**src/rtl/csa_accumulator.sv**
```systemverilog
`timescale 1ns/1ps
// Carry-save accumulator feeding final_addition: folds (A,B) pairs into a redundant sum/carry pair.
// Optional synchronous packet abort port `clr` is enabled by defining CSA_ACC_CLEAR_EN.
module csa_accumulator #(
    parameter int WIDTH = 16,
    parameter int CNT_W = 8
) (
    input  logic             clk,
    input  logic             rst_n,
`ifdef CSA_ACC_CLEAR_EN
    input  logic             clr,
`endif
    input  logic             in_valid,
    output logic             in_ready,
    input  logic [WIDTH-1:0] in_a,
    input  logic [WIDTH-1:0] in_b,
    input  logic             in_last,
    output logic             out_valid,
    input  logic             out_ready,
    output logic [WIDTH-1:0] out_sum,
    output logic [WIDTH-1:0] out_carry,
    output logic [CNT_W-1:0] out_beats
);

    typedef enum logic [1:0] {
        IDLE = 2'd0,
        ACC  = 2'd1,
        DONE = 2'd2
    } state_t;

    state_t           state;
    logic [WIDTH-1:0] acc_sum;
    logic [WIDTH-1:0] acc_carry;
    logic [CNT_W-1:0] cnt;

    logic             accept;
    logic             clr_i;
    logic [WIDTH-1:0] base_sum;
    logic [WIDTH-1:0] base_carry;
    logic [WIDTH-1:0] nxt_sum;
    logic [WIDTH-1:0] nxt_carry;
    logic [CNT_W-1:0] cnt_nxt;

    localparam logic [CNT_W-1:0] CNT_ONE = {{(CNT_W-1){1'b0}}, 1'b1};

    function automatic logic [WIDTH-1:0] maj3(input logic [WIDTH-1:0] x,
                                              input logic [WIDTH-1:0] y,
                                              input logic [WIDTH-1:0] z);
        return (x & y) | (x & z) | (y & z);
    endfunction

    // Two chained 3:2 rows; carries shifted out of the top bit are dropped.
    function automatic logic [2*WIDTH-1:0] compress(input logic [WIDTH-1:0] s,
                                                    input logic [WIDTH-1:0] c,
                                                    input logic [WIDTH-1:0] a,
                                                    input logic [WIDTH-1:0] b);
        logic [WIDTH-1:0] s1, c1, s2, c2;
        s1 = s ^ c ^ a;
        c1 = maj3(s, c, a) << 1;
        s2 = s1 ^ c1 ^ b;
        c2 = maj3(s1, c1, b) << 1;
        return {c2, s2};
    endfunction

    function automatic logic [CNT_W-1:0] sat_inc(input logic [CNT_W-1:0] c);
        return (c == {CNT_W{1'b1}}) ? c : c + CNT_ONE;
    endfunction

`ifdef CSA_ACC_CLEAR_EN
    assign clr_i = clr;
`else
    assign clr_i = 1'b0;
`endif

    assign in_ready = (state != DONE);
    assign accept   = in_valid & in_ready;

    always_comb begin
        base_sum   = (state == IDLE) ? '0 : acc_sum;
        base_carry = (state == IDLE) ? '0 : acc_carry;
        {nxt_carry, nxt_sum} = compress(base_sum, base_carry, in_a, in_b);
        cnt_nxt = (state == IDLE) ? CNT_ONE : sat_inc(cnt);
    end

    always_ff @(posedge clk or negedge rst_n) begin
        if (!rst_n) begin
            state     <= IDLE;
            acc_sum   <= '0;
            acc_carry <= '0;
            cnt       <= '0;
            out_valid <= 1'b0;
            out_sum   <= '0;
            out_carry <= '0;
            out_beats <= '0;
        end else if (clr_i) begin
            state     <= IDLE;
            acc_sum   <= '0;
            acc_carry <= '0;
            cnt       <= '0;
            out_valid <= 1'b0;
            out_sum   <= '0;
            out_carry <= '0;
            out_beats <= '0;
        end else begin
            case (state)
                IDLE, ACC: begin
                    if (accept) begin
                        if (in_last) begin
                            out_sum   <= nxt_sum;
                            out_carry <= nxt_carry;
                            out_beats <= cnt_nxt;
                            out_valid <= 1'b1;
                            acc_sum   <= '0;
                            acc_carry <= '0;
                            cnt       <= '0;
                            state     <= DONE;
                        end else begin
                            acc_sum   <= nxt_sum;
                            acc_carry <= nxt_carry;
                            cnt       <= cnt_nxt;
                            state     <= ACC;
                        end
                    end
                end
                DONE: begin
                    // Output pair is held until downstream takes it.
                    if (out_ready) begin
                        out_valid <= 1'b0;
                        state     <= IDLE;
                    end
                end
                default: state <= IDLE;
            endcase
        end
    end

endmodule

```
**config.mk**
```make
export PLATFORM = sky130hd
export DESIGN_NAME = csa_accumulator
export DESIGN_NICKNAME = d
export VERILOG_FILES = /design/src/rtl/csa_accumulator.sv
export SDC_FILE = /design/constraint.sdc
export NUM_CORES = 1
export LEC_CHECK = 0
export ABC_AREA = 1
export BUFFER_PORTS_ARGS = -buffer_cell sky130_fd_sc_hd__buf_2
export CORE_UTILIZATION = 56
export DETAILED_ROUTE_END_ITERATION = 7
export GPL_ROUTABILITY_DRIVEN = 0
export PLACE_DENSITY = 0.8
export SYNTH_ARGS = -nofsm -noshare
export SYNTH_HDL_FRONTEND = slang
export SYNTH_SLANG_ARGS = --single-unit
```
**constraint.sdc**
```tcl
create_clock -name clk -period 2.7 [get_ports clk]
set_input_delay 0.27 -clock clk [delete_from_list [all_inputs] [get_ports clk]]
set_output_delay 0.27 -clock clk [all_outputs]
set_load 0.005 [all_outputs]
```
* After elaboration in Yosys (flattened, before gate mapping)
Index checks and enable logic that the tools add are counted.
** Storage, ports and cells
- Flip-flop bits (word level) :: 82
- Bits of input ports :: 37
- Word-level logic and storage cells :: 53
- Output and inout bits :: 42
** Operators by class
- Bitwise operators :: 15
- Eq/ne operators :: 7
- Add/sub/neg operators :: 1
- Reductions and logical operators :: 7
- Muxes and demuxes :: 15
** Operator list (count)
- $and A15 B15 Y15 :: 6
- $mux W16 :: 4
- $xor A16 B16 Y16 :: 4
- $or A15 B15 Y15 :: 4
- $mux W8 :: 3
- $add A8 B1 Y8 const B :: 1
- $eq A8 B8 Y1 const B :: 1
- $ne A2 B2 Y1 const B :: 4
- $mux W2 :: 3
- $pmux W2 S2 :: 1
- $reduce_and A2 Y1 :: 2
- $reduce_and A4 Y1 :: 1
- $mux W1 :: 3
- $reduce_and A3 Y1 :: 1
- $eq A2 B1 Y1 const B :: 1
- $eq A2 B2 Y1 const B :: 1
- $logic_not A2 Y1 :: 1
- $pmux W1 S2 :: 1
- $reduce_bool A2 Y1 :: 1
- $reduce_or A2 Y1 :: 1
- $and A1 B1 Y1 :: 1

* Logic depth before layout (Yosys ltp)
- Depth in word-level cells :: 9
- Gate-level depth with buffers :: 11

* Worst setup path before layout
OpenSTA, ideal clock, no wires.
- Kind :: flip-flop to flip-flop
- Start point :: register state[1]
- End point :: register acc_sum[1]
- Required time :: 2.575 ns
- Arrival time :: 2.118 ns
- Path slack :: 0.457 ns
- Cell stages (with the launch flop) :: 9
- Setup time :: 0.125 ns
- Cells stage by stage :: dfrtp_1 -> nor2_1 -> buf_2 -> buf_2 -> nor2_1 -> fa_1 -> fa_1 -> inv_1 -> o22ai_2
** Between the ends
- Word-level cells in the longest chain between the ends :: 8
- Elaborated cells on any way between the ends :: 18
** RTL lines
- start: declaration :: line 31 : state_t state;
- start signal: assignment :: line 87 : state <= IDLE;
- start signal: assignment :: line 96 : state <= IDLE;
- start signal: assignment :: line 116 : state <= DONE;
- $logic_not A2 Y1 (*) :: line 79, 80
- $mux W16, on equally long branches :: line 79, 80
- $and A15 B15 Y15 :: line 49 : return (x & y) | (x & z) | (y & z);
- $or A15 B15 Y15 (2 in a row) :: line 49
- $xor A16 B16 Y16 (*) (2 in a row) :: line 60 : s2 = s1 ^ c1 ^ b;
- via nxt_sum[1] :: line 40 : logic [WIDTH-1:0] nxt_sum;
- $mux W16 (*) :: line 108 : if (in_last) begin
- end signal: assignment :: line 118 : acc_sum <= nxt_sum;
- end: declaration :: line 32 : logic [WIDTH-1:0] acc_sum;
Mark *: on every way through the listed nets, which the timed path passes. The rest lies on a longest branch.
A chain may end at the register's enable or synchronous reset.

* Final worst setup path
- Start point :: register state[1]
- End point :: register acc_sum[2]
The elaborated chain is that of the path after synthesis.

==> metrics.txt <==
Synth area leader dfrtp_1; most frequent CP cell fa_1; max-slew violation count 0; fin crit share 0.867; EDFF count, synth 0; Overflow after GRT 0; Initial Util 0.587; Buffers on Ports 77; initial antenna violation count 0; Max-cap violations 0; post-place setup slack roughly 0.36 ns; synthesized area around 4300 um2; # nets final just under 600; Seq/Total Area, Yosys 0.468; status finished clean; post-CTS setup buffers 0; Layout Skew ~0.0074 ns; # resized after CTS 0; final wirelength 8.77 mm; Final Total Pwr about 3.7 mW; Worst setup SP type flop; Clock Root Buffer clkbuf_8; crit-path max cell delay 0.54 ns; cts hold-fix bufs 0; most common cell after layout, fill and taps aside nand2_1; drt via density a little over 5; vias in the first global route between 3k and 4k; Critical R2R Launch state[1]; Worst EP arrival between 2 and 3 ns; worst vdd rail ir drop between 300 and 400 uV; io pins just under 80; gr usage total 0.242; ys async rst share 1.00; critical path capture point type flop; Setup CP Type reg -> reg; vias post-DR 3139; setup violators final 0; minimum clock period after layout around 2.3 ns; final worst slack 0.358 ns; Placed Instance Area around 4700 um2; Design Area, Final a little under 5000 um2; Area contributors post-synth dfrtp_1 47%, fa_1 13%, nand2_1 7.9%; Pleak about 2.6 nW; Crit path required time 2.93 ns; CTS tree built; H-tree levels 3; Worst-Skew Late Latency about 0.36 ns; Fill cells 600; final hold vios 0; Ys Warns 0; f_max 427 MHz; Setup TNS 0 ns; core area between 7000 and 8000 um2; # diodes 0; Layout area overhead 13.1%; synthesized flop and latch total 81; Synth Instances around 440; CP startpoint state[1]; RSZ-0062 raised after global routing false; commonest cells after routing, fill and taps aside 91 x nand2_1, 81 x dfrtp_1, 77 x inv_1; CTS Buffer Depth 2; syn nets 506; ANT nets after route 0; num rows 31; DIE AREA between 8000 and 9000 um2; layout cells sized above 1 0.283; maximum number of pins on one net before global-route repair 82; total CTS buffers 9; Die Y ~90 um; Slew @ Worst Pin 1.02 ns; synth unique cells 28; Residual DRC 0; Avg Inst Size Synth 9.88 um2; drt first-iter violations approximately 180; mean routed wirelength per cell about 14 um; CTS sink cnt between 80 and 90; top_reg_cell synth dfrtp_1; first-pass GRT wire length 15.3 mm; DP HPWL approximately 6.2 mm; crit path max fanout 11; critical path, cell by cell nor2_2, buf_4, nor2_1, fa_1, fa_1, inv_1, o22ai_2; max_slew headroom 0.323; Hold Crit Class in -> async; Die Width about 90 um; critical path's slowest cell fa_1; First-pass DRT Iterations 4; CTS clk-pin slew, worst paths roughly 0.090 ns; post-synth top area share 0.468; power per cell area about 760 nW/um2
kinds of logic (layout without fill, tap and decap cells):
family	count (synthesis)	in the layout	share of synthesized area
adders and majority gates	31	31	0.138
xor gates and xnor gates	1	1	0.00202
other	1	1	0.000866
DFF	81	81	0.468
AOI/OAI and AO/OA	68	68	0.124
buffers and inverters	100	178	0.110
and+or+nand+nor	156	156	0.157
critical path: cells and delay by family, from the launching register on:
kind,cells,cell delay (ns)
buf+inv,2,0.39
fa+ha+maj,2,0.97
compound gates,1,0.09
flops,1,0.40
simple gates,2,0.36
cells in the mapped netlist, types with 2 or more instances:
| master | number |
|---|---|
| buf_6 | 11 |
| inv_4 | 2 |
| inv_2 | 2 |
| nor2_1 | 35 |
| o21ai_2 | 30 |
| fa_1 | 28 |
| buf_4 | 2 |
| nand2_2 | 2 |
| o22ai_1 | 24 |
| nor2_8 | 2 |
| ha_1 | 3 |
| buf_2 | 5 |
| inv_1 | 77 |
| nand2_1 | 91 |
| o22ai_2 | 7 |
| nand4_1 | 7 |
| dfrtp_1 | 81 |
| o21ai_0 | 5 |
| nand3_1 | 15 |
area by class of cell:
type / instances / area, um2 / area share
clock inverter: 7 / 53.8 / 0.0110
tap: 99 / 124 / 0.0253
sequential: 81 / 2030 / 0.414
multi-input combinational: 257 / 1830 / 0.373
clock buffer: 9 / 124 / 0.0253
timing repair buffer: 81 / 430 / 0.0879
inverter: 81 / 309 / 0.0631
per-layer routing:
layer  vias up  global-route usage  wire length (um)
li1       1506                   -                 -
met1      1543               0.339              4060
met2        79               0.384              4230
met3        11              0.0364               342
met4         0               0.101               133
met5         -                   0                 0
state kept, by name (all words and copies together), names as in the netlist:
signal / cells
acc_carry: 15
out_carry: 15
out_valid: 1
state: 2
out_sum: 16
out_beats: 8
cnt: 8
acc_sum: 16
report_power, final:
group / total [mW] / internal, mW / leakage [nW] / switching (mW)
clock: 0.813 / 0.341 / 0.0827 / 0.472
sequential: 1.64 / 1.50 / 1.06 / 0.133
combinational: 1.27 / 0.529 / 1.43 / 0.737
total: 3.72 / 2.37 / 2.57 / 1.34
worst paths after layout:
path / cells after the start / slack, ns / to
max: 7 / 0.36 / acc_sum[2]
min: 1 / 0.08 / out_carry[1]
max reg2reg: 7 / 0.36 / acc_sum[2]
min reg2reg: 2 / 0.48 / out_sum[6]
max in group asynchronous: 1 / 1.97 / out_beats[2]
min in group clk: 2 / 0.15 / state[0]
per-stage QoR:
| stage | hold slack [ns] | utilization | std cells |
|---|---|---|---|
| after floorplan | -0.0256 | - | 438 |
| after global placement | 0.460 | 0.640 | 599 |
| after detailed placement | 0.460 | 0.640 | 599 |
| after CTS | 0.112 | 0.664 | 615 |
| after global routing | 0.157 | 0.664 | 615 |
| final | 0.0756 | 0.664 | 615 |
(Power assumes the default switching activity.)
